==> config.mk <==
export PLATFORM = sky130hd
export DESIGN_NAME = uart_tx_arbiter
export DESIGN_NICKNAME = d
export VERILOG_FILES = /design/src/rtl/uart_pkg.sv /design/src/rtl/rr_pick.sv /design/src/rtl/uart_tx_arbiter.sv
export SDC_FILE = /design/constraint.sdc
export NUM_CORES = 1
export LEC_CHECK = 0
export BUFFER_PORTS_ARGS = -buffer_cell sky130_fd_sc_hd__buf_2
export CELL_PAD_IN_SITES_DETAIL_PLACEMENT = 1
export CELL_PAD_IN_SITES_GLOBAL_PLACEMENT = 1
export CORE_UTILIZATION = 32
export DETAILED_ROUTE_END_ITERATION = 6
export HOLD_SLACK_MARGIN = 0.05
export PLACE_DENSITY = 0.84
export SETUP_SLACK_MARGIN = 0.1
export SYNTH_ARGS = -nofsm -noshare
export SYNTH_HDL_FRONTEND = slang
export SYNTH_SLANG_ARGS = --single-unit
==> constraint.sdc <==
create_clock -name clock -period 2 [get_ports clock]
set_input_delay 0.4 -clock clock [delete_from_list [all_inputs] [get_ports clock]]
set_output_delay 0.4 -clock clock [all_outputs]
set_load 0.02 [all_outputs]
==> src/rtl/uart_pkg.sv <==
// Shared UART definitions: arbiter state encoding and common widths.
package uart_pkg;

    localparam int unsigned MAX_REQ     = 4;
    localparam int unsigned UART_BYTE_W = 8;
    localparam int unsigned OWNER_W     = $clog2(MAX_REQ);

    typedef enum logic [0:0] {
        ARB_IDLE = 1'b0,
        ARB_XFER = 1'b1
    } arb_state_t;

endpackage

==> src/rtl/rr_pick.sv <==
// Combinational round-robin selector.
// Scans the valid vector starting at last_owner+1 (with wrap-around) and
// returns a one-hot pick of the first requester found, or zero if none.
//   valid      : per-requester request vector
//   last_owner : index of the requester served most recently
//   pick_c     : one-hot selection (combinational)
module rr_pick
    import uart_pkg::*;
#(
    parameter int unsigned NUM_REQ = 2
) (
    input  logic [NUM_REQ-1:0] valid,
    input  logic [OWNER_W-1:0] last_owner,
    output logic [NUM_REQ-1:0] pick_c
);

    int unsigned idx;
    logic        found;

    // Walk offsets 1..NUM_REQ from the last owner; the first valid one wins.
    always_comb begin
        pick_c = '0;
        found  = 1'b0;
        idx    = 0;
        for (int unsigned off = 0; off < NUM_REQ; off++) begin
            idx = 32'(last_owner) + 32'd1 + off;
            if (idx >= NUM_REQ) begin
                idx = idx - NUM_REQ;
            end
            for (int unsigned j = 0; j < NUM_REQ; j++) begin
                if (!found && (j == idx) && valid[j]) begin
                    pick_c[j] = 1'b1;
                    found     = 1'b1;
                end
            end
        end
    end

endmodule

==> src/rtl/uart_tx_arbiter.sv <==
// Message-atomic round-robin arbiter for the UART TX FIFO write port.
// A granted requester owns the FIFO until it hands over a byte flagged last.
// Optional stall abort is built when UART_ARB_TIMEOUT_EN is defined.
//   clock, reset_n      : clock, async active-low reset
//   req_valid/data/last : per-requester byte stream (requester i at data[8i+7:8i])
//   req_ready           : accept indication to the owner (combinational)
//   tx_fifo_full        : FIFO back-pressure
//   tx_fifo_write_en    : registered one-cycle write strobe
//   tx_fifo_data_in     : registered byte for the strobe
//   grant               : one-hot owner, zero when idle
//   busy                : high while a message is in flight
//   timeout_err         : one-cycle pulse on a stall abort
module uart_tx_arbiter
    import uart_pkg::*;
#(
    parameter int unsigned NUM_REQ        = 2,
    parameter int unsigned TIMEOUT_CYCLES = 2700000
) (
    input  logic                           clock,
    input  logic                           reset_n,
    input  logic [NUM_REQ-1:0]             req_valid,
    input  logic [UART_BYTE_W*NUM_REQ-1:0] req_data,
    input  logic [NUM_REQ-1:0]             req_last,
    output logic [NUM_REQ-1:0]             req_ready,
    input  logic                           tx_fifo_full,
    output logic                           tx_fifo_write_en,
    output logic [UART_BYTE_W-1:0]         tx_fifo_data_in,
    output logic [NUM_REQ-1:0]             grant,
    output logic                           busy,
    output logic                           timeout_err
);

    arb_state_t             state_q, state_d;
    logic [NUM_REQ-1:0]     grant_d;
    logic [OWNER_W-1:0]     last_owner_q, last_owner_d;
    logic                   wr_en_d;
    logic [UART_BYTE_W-1:0] data_d;
    logic                   busy_d;
    logic [NUM_REQ-1:0]     pick_c;

    logic                   g_valid;
    logic                   g_last;
    logic [UART_BYTE_W-1:0] g_data;
    logic [OWNER_W-1:0]     g_idx;
    logic                   ready_bit;
    logic                   hs;

`ifdef UART_ARB_TIMEOUT_EN
    localparam int unsigned CNT_W = $clog2(TIMEOUT_CYCLES + 1);
    logic [CNT_W-1:0] cnt_q, cnt_d;
    logic             terr_d;
`endif

    rr_pick #(
        .NUM_REQ (NUM_REQ)
    ) u_rr_pick (
        .valid      (req_valid),
        .last_owner (last_owner_q),
        .pick_c     (pick_c)
    );

    // Mux the owner's stream using the one-hot grant.
    always_comb begin
        g_valid = 1'b0;
        g_last  = 1'b0;
        g_data  = '0;
        g_idx   = '0;
        for (int unsigned k = 0; k < NUM_REQ; k++) begin
            if (grant[k]) begin
                g_valid = req_valid[k];
                g_last  = req_last[k];
                g_data  = req_data[k*UART_BYTE_W +: UART_BYTE_W];
                g_idx   = OWNER_W'(k);
            end
        end
    end

    // Next-state and ready logic. Ready is masked during the write cycle.
    always_comb begin
        state_d      = state_q;
        grant_d      = grant;
        last_owner_d = last_owner_q;
        wr_en_d      = 1'b0;
        data_d       = tx_fifo_data_in;
        req_ready    = '0;
        ready_bit    = 1'b0;
        hs           = 1'b0;
`ifdef UART_ARB_TIMEOUT_EN
        cnt_d        = cnt_q;
        terr_d       = 1'b0;
`endif
        case (state_q)
            ARB_IDLE: begin
`ifdef UART_ARB_TIMEOUT_EN
                cnt_d = '0;
`endif
                if (|req_valid) begin
                    grant_d = pick_c;
                    state_d = ARB_XFER;
                end
            end
            ARB_XFER: begin
                ready_bit = !tx_fifo_full && !tx_fifo_write_en;
                req_ready = grant & {NUM_REQ{ready_bit}};
                hs        = g_valid && ready_bit;
                if (hs) begin
                    wr_en_d = 1'b1;
                    data_d  = g_data;
                    if (g_last) begin
                        last_owner_d = g_idx;
                        grant_d      = '0;
                        state_d      = ARB_IDLE;
                    end
                end
`ifdef UART_ARB_TIMEOUT_EN
                // Only consecutive cycles with the owner's valid low count.
                if (g_valid) begin
                    cnt_d = '0;
                end else if (cnt_q == CNT_W'(TIMEOUT_CYCLES - 1)) begin
                    cnt_d        = '0;
                    terr_d       = 1'b1;
                    last_owner_d = g_idx;
                    grant_d      = '0;
                    state_d      = ARB_IDLE;
                end else begin
                    cnt_d = cnt_q + CNT_W'(1);
                end
`endif
            end
            default: begin
                state_d = ARB_IDLE;
                grant_d = '0;
            end
        endcase
        busy_d = (state_d == ARB_XFER);
    end

    // State and output registers.
    always_ff @(posedge clock or negedge reset_n) begin
        if (!reset_n) begin
            state_q          <= ARB_IDLE;
            grant            <= '0;
            last_owner_q     <= OWNER_W'(NUM_REQ - 1);
            tx_fifo_write_en <= 1'b0;
            tx_fifo_data_in  <= '0;
            busy             <= 1'b0;
        end else begin
            state_q          <= state_d;
            grant            <= grant_d;
            last_owner_q     <= last_owner_d;
            tx_fifo_write_en <= wr_en_d;
            tx_fifo_data_in  <= data_d;
            busy             <= busy_d;
        end
    end

`ifdef UART_ARB_TIMEOUT_EN
    // Stall counter and abort pulse.
    always_ff @(posedge clock or negedge reset_n) begin
        if (!reset_n) begin
            cnt_q       <= '0;
            timeout_err <= 1'b0;
        end else begin
            cnt_q       <= cnt_d;
            timeout_err <= terr_d;
        end
    end
`else
    assign timeout_err = 1'b0;
`endif

endmodule

==> impl_metrics.ini, run 1 <==
[final_layout]
mostFrequentLayoutCells = buf_2 (36), dfrtp_1 (12), a22o_1 (8)
final_common_cell = buf_2
fin_area_sq_um = 957
nFillCells = 252
stdcell_count = 124
drive_gt1_share_pct = 58.3
nNetsFinal = 120
num_antenna_cells = 0
area_delta_synth_final_pct = 29.7
fin_util_pct = 43.7

[sta]
timing.final.ws_setup_ns = 0.291
rsz0062_at_grt = no
worst_hold_slack_ns = 0.471
relSlewSlack_pct = 66.0
fmax_ghz = 0.585
tns_ns = 0
worst_pin_slew_ns = 0.508
min_period_over_period_pct = 85.5
slew_viol_final = 0
clock_skew_ns = 0.00115
layout_min_cycle_time_ns = 1.71
final_hold_viol_count = 0
setup_violations = 0

[die]
die_w_microns = 50.0
die_h_microns = 50.0
core_sq_um = 2190
io_pins = 38
die_area_sq_um = 2500
start_util_pct = 33.7
fp-row-count = 17

[clocking]
cts-root-buf = clkbuf_4
insertion_delay_ns = 0.27
cts_tree = built
clkTransAtPathRegs_ns = 0.08
cts_buffer_depth = 2
htreeDepth = 1
cts_buffers = 3
post-cts-setup-buffers = 0
clkSinkCount = 13

[power]
total_power_mw = 1.36
clkPwrFrac_pct = 11.5
p_int_mw = 0.799
p_leak_nw = 0.516
power_frac_seq_pct = 33.3
switching_power_mw = 0.563
p_per_area_nw_per_um2 = 1420
switching_share_pct = 41.3
irDropWorstVdd_mv = 0.671
comb_power_share_pct = 55.1

[placed_design]
place.gp.congestion = 0.718
placed_cell_area_sq_um = 918
dp_hpwl_microns = 1400
placedCellCount = 119
dp_slack_ns = 0.179
port_buffers = 36

[routing]
drtIter0Drc = 5
final_antenna_net_count = 0
routed_wirelength_microns = 1840
drt_pass1_iterations = 4
drc = 0
post_drt_wl_per_cell_microns = 14.9
vias = 616
vias_per_cell = 4.97

[setup_path]
required_ns = 2.16
cp_max_fo = 13
critical_path_class = flip-flop to flip-flop
rr_worst_depth = 3
crit_path_start_kind = flip-flop
cp.arrival_ns = 1.87
cp-end-kind = flip-flop

[min_path]
hold_path.class = input pin to flip-flop
whs_path_depth = 4

[synth]
yosys_register_bits = 13
synth_top_area_share_pct = 40.7
netlist_area_sq_um = 738
synthCells = 59
synth_nets = 82
ys_warn_count = 0
netlist_top_cells_area = dfrtp_1 (41%), mux2_4 (10%), a22o_1 (9.5%), mux2_2 (4.6%), dfstp_2 (3.6%)
yosysTopAreaCell = dfrtp_1
ys_types = 26
yosysSeqAreaShare_pct = 44.2
syn_area_per_cell_sq_um = 12.5

[global_routing]
antenna_found_initial = 0
grt_max_degree = 14
gr-total-overflow = 0
grt_pass1_wl_microns = 2890
grt_pass1_vias = 581
gr-usage-all-layers_pct = 16.1

[outcome]
status = completed

[job]
maxCapViolCount = 0
## final timing paths
kind	slack, ns	end	start
min in group asynchronous	0.54	tx_fifo_data_in[6]	reset_n
max	0.29	tx_fifo_data_in[0]	tx_fifo_write_en
max in group asynchronous	1.18	last_owner_q[0]	reset_n
min	0.47	tx_fifo_data_in[6]	req_data[14]
min reg2reg	0.51	tx_fifo_data_in[3]	tx_fifo_data_in[3]
max reg2reg	0.29	tx_fifo_data_in[0]	tx_fifo_write_en
## cell families after synthesis
logic type,Yosys count,share of synthesized area (%)
other,1,0.508
buffers and inverters,8,7.29
AND/OR/NAND/NOR,12,12.5
multiplexers,8,14.7
AO/OA/AOI/OAI,17,20.7
flip-flops,13,44.2
## what timing repair did
action	CTS	global route
setup endpoints to repair	0	3
hold endpoints to repair	12	0
gates resized for setup	0	1
hold buffers	1	0
## synthesized netlist by cell type
master and n:
o21ai_0 1, o211ai_1 1, inv_1 3, and3_1 1
buf_4 1, a221o_1 1, a21oi_1 2, and2_2 2
buf_2 3, a22o_1 8, a32oi_1 1, nor3_1 1
nor3b_4 1, dfstp_2 1, nand4_1 1, o21bai_1 1
mux2_2 3, nand3b_4 1, nor2b_1 1, mux2_4 5
nand2_1 4, a221oi_2 1, buf_12 1, dfrtp_1 12
conb_1 1, a21boi_4 1
## sequential cells by signal, summed over array words and instances, names as in the netlist
| signal | cells |
|---|---|
| tx_fifo_data_in | 8 |
| last_owner_q | 1 |
| state_q | 1 |
| grant | 2 |
| tx_fifo_write_en | 1 |
## power groups by stage
stage | Combinational [mW] | Sequential (mW) | Clock [mW]
floorplan | 0.466 | 0.552 | 0
global placement | 0.729 | 0.453 | 0
detailed placement | 0.749 | 0.462 | 0
CTS | 0.752 | 0.458 | 0.166
global route | 0.811 | 0.473 | 0.183
finish | 0.751 | 0.454 | 0.157
## metal layers
layer  share of wire (%)  up-vias  track usage (%)
met1                  44      297             20.2
met5                   0        -                0
li1                    -      289                -
met3                 4.2        2             3.09
met2                  51       28             26.4
met4                 1.0        0             7.14
## worst max-delay path: stages, from the launching register on
cell	delay [ns]
dfrtp_1	0.42
nor3b_4	0.27
a21boi_4	0.51
mux2_2	0.39
## cell type report
type	instances	area, sq um	share of cell area, %
Multi-Input combinational cell	38	360	37.6
Sequential cell	13	327	34.1
Timing Repair Buffer	38	198	20.7
Tap cell	28	35.0	3.66
Clock buffer	4	26.3	2.75
Inverter	3	11.3	1.18
(Power assumes the default switching activity.)
==> inputs of run 2 (changes only) <==
CORE_UTILIZATION = 29   (was 32)
PLACE_DENSITY = 0.8   (was 0.84)
clock period = 1.5 ns   (was 2 ns; I/O delays follow)
==> impl_metrics.ini, run 2 (synthesis results as in run 1) <==
[placed_design]
dp_hpwl_microns = 1520
placed_cell_area_sq_um = 965
port_buffers = 36
dp_slack_ns = 0.0320
place.gp.congestion = 0.737
placedCellCount = 123

[sta]
clock_skew_ns = 0.00397
final_hold_viol_count = 0
tns_ns = -0.323
timing.final.ws_setup_ns = -0.0750
setup_violations = 10
rsz0062_at_grt = yes
min_period_over_period_pct = 105
fmax_ghz = 0.635
layout_min_cycle_time_ns = 1.58
slew_viol_final = 0
worst_hold_slack_ns = 0.346

[global_routing]
gr-usage-all-layers_pct = 17.3
antenna_found_initial = 0
grt_pass1_wl_microns = 3310
grt_pass1_vias = 680
gr-total-overflow = 0
grt_max_degree = 14

[final_layout]
largest_reg_flops = 8
mostFrequentLayoutCells = buf_2 (33), dfrtp_1 (9), a22o_1 (8), mux2_4 (8)
area_delta_synth_final_pct = 48.5
num_antenna_cells = 0
stdcell_count = 133
top_register = tx_fifo_data_in
reg.largest.list = tx_fifo_data_in: 8 flops, grant: 2 flops
fin_util_pct = 47.7
drive_gt1_share_pct = 64.8
final_common_cell = buf_2
nNetsFinal = 129
fin_area_sq_um = 1100

[setup_path]
cp.arrival_ns = 1.28
r2r-start = tx_fifo_write_en
critical_path_class = flip-flop to output pin
r2r_end = tx_fifo_data_in[5]
cp_max_fo = 3
rr_worst_depth = 5
required_ns = 1.20
crit_path_start_kind = flip-flop
cp-end-kind = output pin
regToRegSetupSlack_ns = -0.03

[min_path]
whs_endpoint = last_owner_q[0]
whs_path_depth = 3
hold_path.class = input pin to flip-flop
hp-start = req_last[1]

[die]
die_w_microns = 52.5
io_pins = 38
core_sq_um = 2300
fp-row-count = 17
die_h_microns = 52.5
start_util_pct = 32.1
die_area_sq_um = 2750

[power]
p_int_mw = 1.26
clkPwrFrac_pct = 10.7
power_frac_seq_pct = 27.9
p_leak_nw = 0.579
comb_power_share_pct = 61.4
total_power_mw = 2.08
switching_share_pct = 39.6
switching_power_mw = 0.826
p_per_area_nw_per_um2 = 1900
irDropWorstVdd_mv = 0.939

[routing]
drt_pass1_iterations = 4
drc = 0
vias_per_cell = 4.88
routed_wirelength_microns = 2170
post_drt_wl_per_cell_microns = 16.3
final_antenna_net_count = 0
drtIter0Drc = 4
vias = 649

[clocking]
htreeDepth = 1
cts_tree = built
clkTransAtPathRegs_ns = 0.08
clkSinkCount = 13
cts-root-buf = clkbuf_4
insertion_delay_ns = 0.28
cts_buffers = 3
cts_buffer_depth = 2

[job]
maxCapViolCount = 0

[outcome]
violations = setup timing
status = finished, violations left
[run 2: changes by cell type in the layout (fill, tap and decap cells not counted), sizes merged]
cell	change
buf	+9
[run 2: per-layer routing]
| metal | routed length, microns | up-vias | global-route usage [%] | share of wire (%) |
|---|---|---|---|---|
| met3 | 93 | 2 | 3.77 | 4.3 |
| met5 | 0 | - | 0 | 0 |
| li1 | - | 310 | - | - |
| met4 | 31 | 0 | 7.89 | 1.4 |
| met2 | 1210 | 26 | 32.3 | 56 |
| met1 | 828 | 311 | 18.1 | 38 |
[run 2: worst max path at each step]
stage / startpoint / endpoint / slack (ns) / cells after the start
floorplan: grant[1] / tx_fifo_data_in[2] / 0.006 / 5
global placement: tx_fifo_full / tx_fifo_data_in[6] / 0.06 / 5
detailed placement: tx_fifo_full / tx_fifo_data_in[1] / 0.03 / 5
CTS: tx_fifo_write_en / req_ready[0] / -0.10 / 4
global route: tx_fifo_write_en / req_ready[0] / -0.14 / 4
finish: tx_fifo_write_en / req_ready[0] / -0.08 / 4
[run 2: power by group through the flow]
stage               registers (mW)  logic, mW  clock network (mW)
global route                 0.605       1.38               0.258
finish                       0.582       1.28               0.222
detailed placement           0.590       1.11                   0
CTS                          0.584       1.22               0.237
global placement             0.579       1.07                   0
floorplan                    0.744      0.634                   0
[run 2: critical path, stage by stage (launching register included)]
cell,delay (ns)
dfrtp_2,0.43
nor3b_4,0.21
buf_6,0.13
and2_4,0.13
buf_6,0.10
[run 2: area by class of cell]
type	count	area [sq um]
Fill cell	258	1200
Multi-Input combinational cell	38	385
Sequential cell	13	330
Timing Repair Buffer	47	308
Tap cell	28	35.0
Clock buffer	4	26.3
Inverter	3	11.3
[run 2: repair_timing]
action	in CTS	in global routing
gates resized for setup	10	6
gates cloned	0	0
hold buffers	1	0
setup endpoints to repair	13	14
endpoints found under the hold margin	12	0
pin swaps	3	1
setup buffers	4	1
==> inputs of run 3 (changes only) <==
CELL_PAD_IN_SITES_DETAIL_PLACEMENT = unset   (was 1)
CELL_PAD_IN_SITES_GLOBAL_PLACEMENT = unset   (was 1)
CORE_UTILIZATION = 39   (was 29)
PLACE_DENSITY = 0.81   (was 0.8)
==> impl_metrics.ini, run 3 (synthesis results as in run 1) <==
[setup_path]
cp_common_cell = buf_6
crit_path_max_incr_delay_ns = 0.43
cp-end-kind = output pin
cp_max_fo = 3
crit_buf_inv = 2
cp_num_cells = 4
cp_top_family = flip-flops
critical_path_class = flip-flop to output pin
cp.arrival_ns = 1.28
rr_worst_depth = 4
crit_path_start_kind = flip-flop
cpMaxStageDelayCell = dfrtp_2
required_ns = 1.20
regToRegSetupSlack_ns = 0.05
worstPathCellList = nor3b_4, buf_6, and2_4, buf_6

[outcome]
violations = setup timing
status = finished, violations left

[routing]
drt_pass1_iterations = 4
final_antenna_net_count = 0
vias_per_cell = 4.99
drtIter0Drc = 23
post_drt_wl_per_cell_microns = 14.5
routed_wirelength_microns = 1940
drc = 0
vias = 669

[clocking]
cts_buffers = 3
clkTransAtPathRegs_ns = 0.07
htreeDepth = 1
cts_buffer_depth = 2
cts_tree = built
cts-root-buf = clkbuf_4
insertion_delay_ns = 0.27
clkSinkCount = 13

[final_layout]
reg.largest.list = tx_fifo_data_in: 8 flops, grant: 2 flops
nFillCells = 138
area_delta_synth_final_pct = 50.8
largest_reg_flops = 8
fin_area_sq_um = 1110
num_antenna_cells = 0
top_register = tx_fifo_data_in
drive_gt1_share_pct = 67.9
final_common_cell = buf_2
mostFrequentLayoutCells = buf_2 (34), dfrtp_1 (9), buf_6 (9)
fin_util_pct = 63.8
nNetsFinal = 133

[power]
clkPwrFrac_pct = 10.0
irDropWorstVdd_mv = 0.814
total_power_mw = 2.15
p_leak_nw = 0.597
switching_share_pct = 38.9
p_per_area_nw_per_um2 = 1930
switching_power_mw = 0.834
comb_power_share_pct = 62.0
p_int_mw = 1.31
power_frac_seq_pct = 28.1

[die]
fp-row-count = 15
die_area_sq_um = 2070
core_sq_um = 1750
start_util_pct = 42.3
die_h_microns = 45.5
die_w_microns = 45.5
io_pins = 38

[placed_design]
place.gp.congestion = 0.808
dp_hpwl_microns = 1360
placed_cell_area_sq_um = 963
dp_slack_ns = 0.00757
port_buffers = 36

[sta]
layout_min_cycle_time_ns = 1.58
setup_violations = 2
final_hold_viol_count = 0
slew_viol_final = 0
timing.final.ws_setup_ns = -0.0816
clock_skew_ns = 0.00733
min_period_over_period_pct = 105
fmax_ghz = 0.632
rsz0062_at_grt = yes

[global_routing]
grt_max_degree = 14
grt_pass1_wl_microns = 2900
gr-total-overflow = 0
antenna_found_initial = 0
gr-usage-all-layers_pct = 20.5
grt_pass1_vias = 646

[min_path]
hold_path.class = input pin to flip-flop
whs_path_depth = 3

[job]
maxCapViolCount = 0
[run 3: final timing paths]
kind,start,to
max,tx_fifo_write_en,req_ready[0]
min in group asynchronous,reset_n,tx_fifo_data_in[5]
min reg2reg,tx_fifo_data_in[4],tx_fifo_data_in[4]
max in group asynchronous,reset_n,last_owner_q[0]
min,req_last[0],last_owner_q[0]
max reg2reg,tx_fifo_write_en,tx_fifo_data_in[1]
[run 3: power by group through the flow]
stage / clock network, mW / registers (mW) / logic, mW
final: 0.214 / 0.603 / 1.33
after global routing: 0.245 / 0.618 / 1.42
after CTS: 0.220 / 0.602 / 1.20
after detailed placement: 0 / 0.606 / 1.07
after global placement: 0 / 0.601 / 1.05
after floorplan: 0 / 0.744 / 0.634
[run 3: layout make-up]
type / instances / area (sq um) / area share (%)
inverters: 3 / 11.3 / 1.01
clock buffers: 4 / 26.3 / 2.36
repair buffers: 51 / 334 / 30.0
flip-flops and latches: 13 / 330 / 29.7
well taps: 25 / 31.3 / 2.81
multi-input cells: 38 / 380 / 34.2
[run 3: timing repair]
item	CTS	global route
pin swaps	3	2
hold endpoints to repair	12	0
hold buffers	1	0
setup buffers	3	4
resized for setup	13	6
endpoints found under the setup margin	14	13
[run 3: metal layers]
layer	part of all wire [%]	GRT usage, %	wire length, microns
met5	0	0	0
met2	52	35.7	1010
met3	5.4	5.56	104
met1	41	21.5	790
met4	1.8	12.7	34
[run 3: worst register-to-register path: cells and delay by family, from the launching register on]
| family | cells | cell delay (ns) |
|---|---|---|
| AO/OA/AOI/OAI | 1 | 0.26 |
| buffers and inverters | 1 | 0.15 |
| flip-flops | 1 | 0.43 |
| multiplexers | 1 | 0.30 |
| AND/OR/NAND/NOR | 1 | 0.21 |
[run 3: metrics by stage]
step / TNS, ns / hold slack [ns] / std cells
6_report: -0.148 / 0.334 / 134
5_1_grt: -0.490 / 0.330 / 134
4_1_cts: -0.207 / 0.328 / 130
3_5_place_dp: 0 / 0.210 / 122
3_3_place_gp: 0 / 0.198 / 122
2_1_floorplan: 0 / 0.00441 / 59
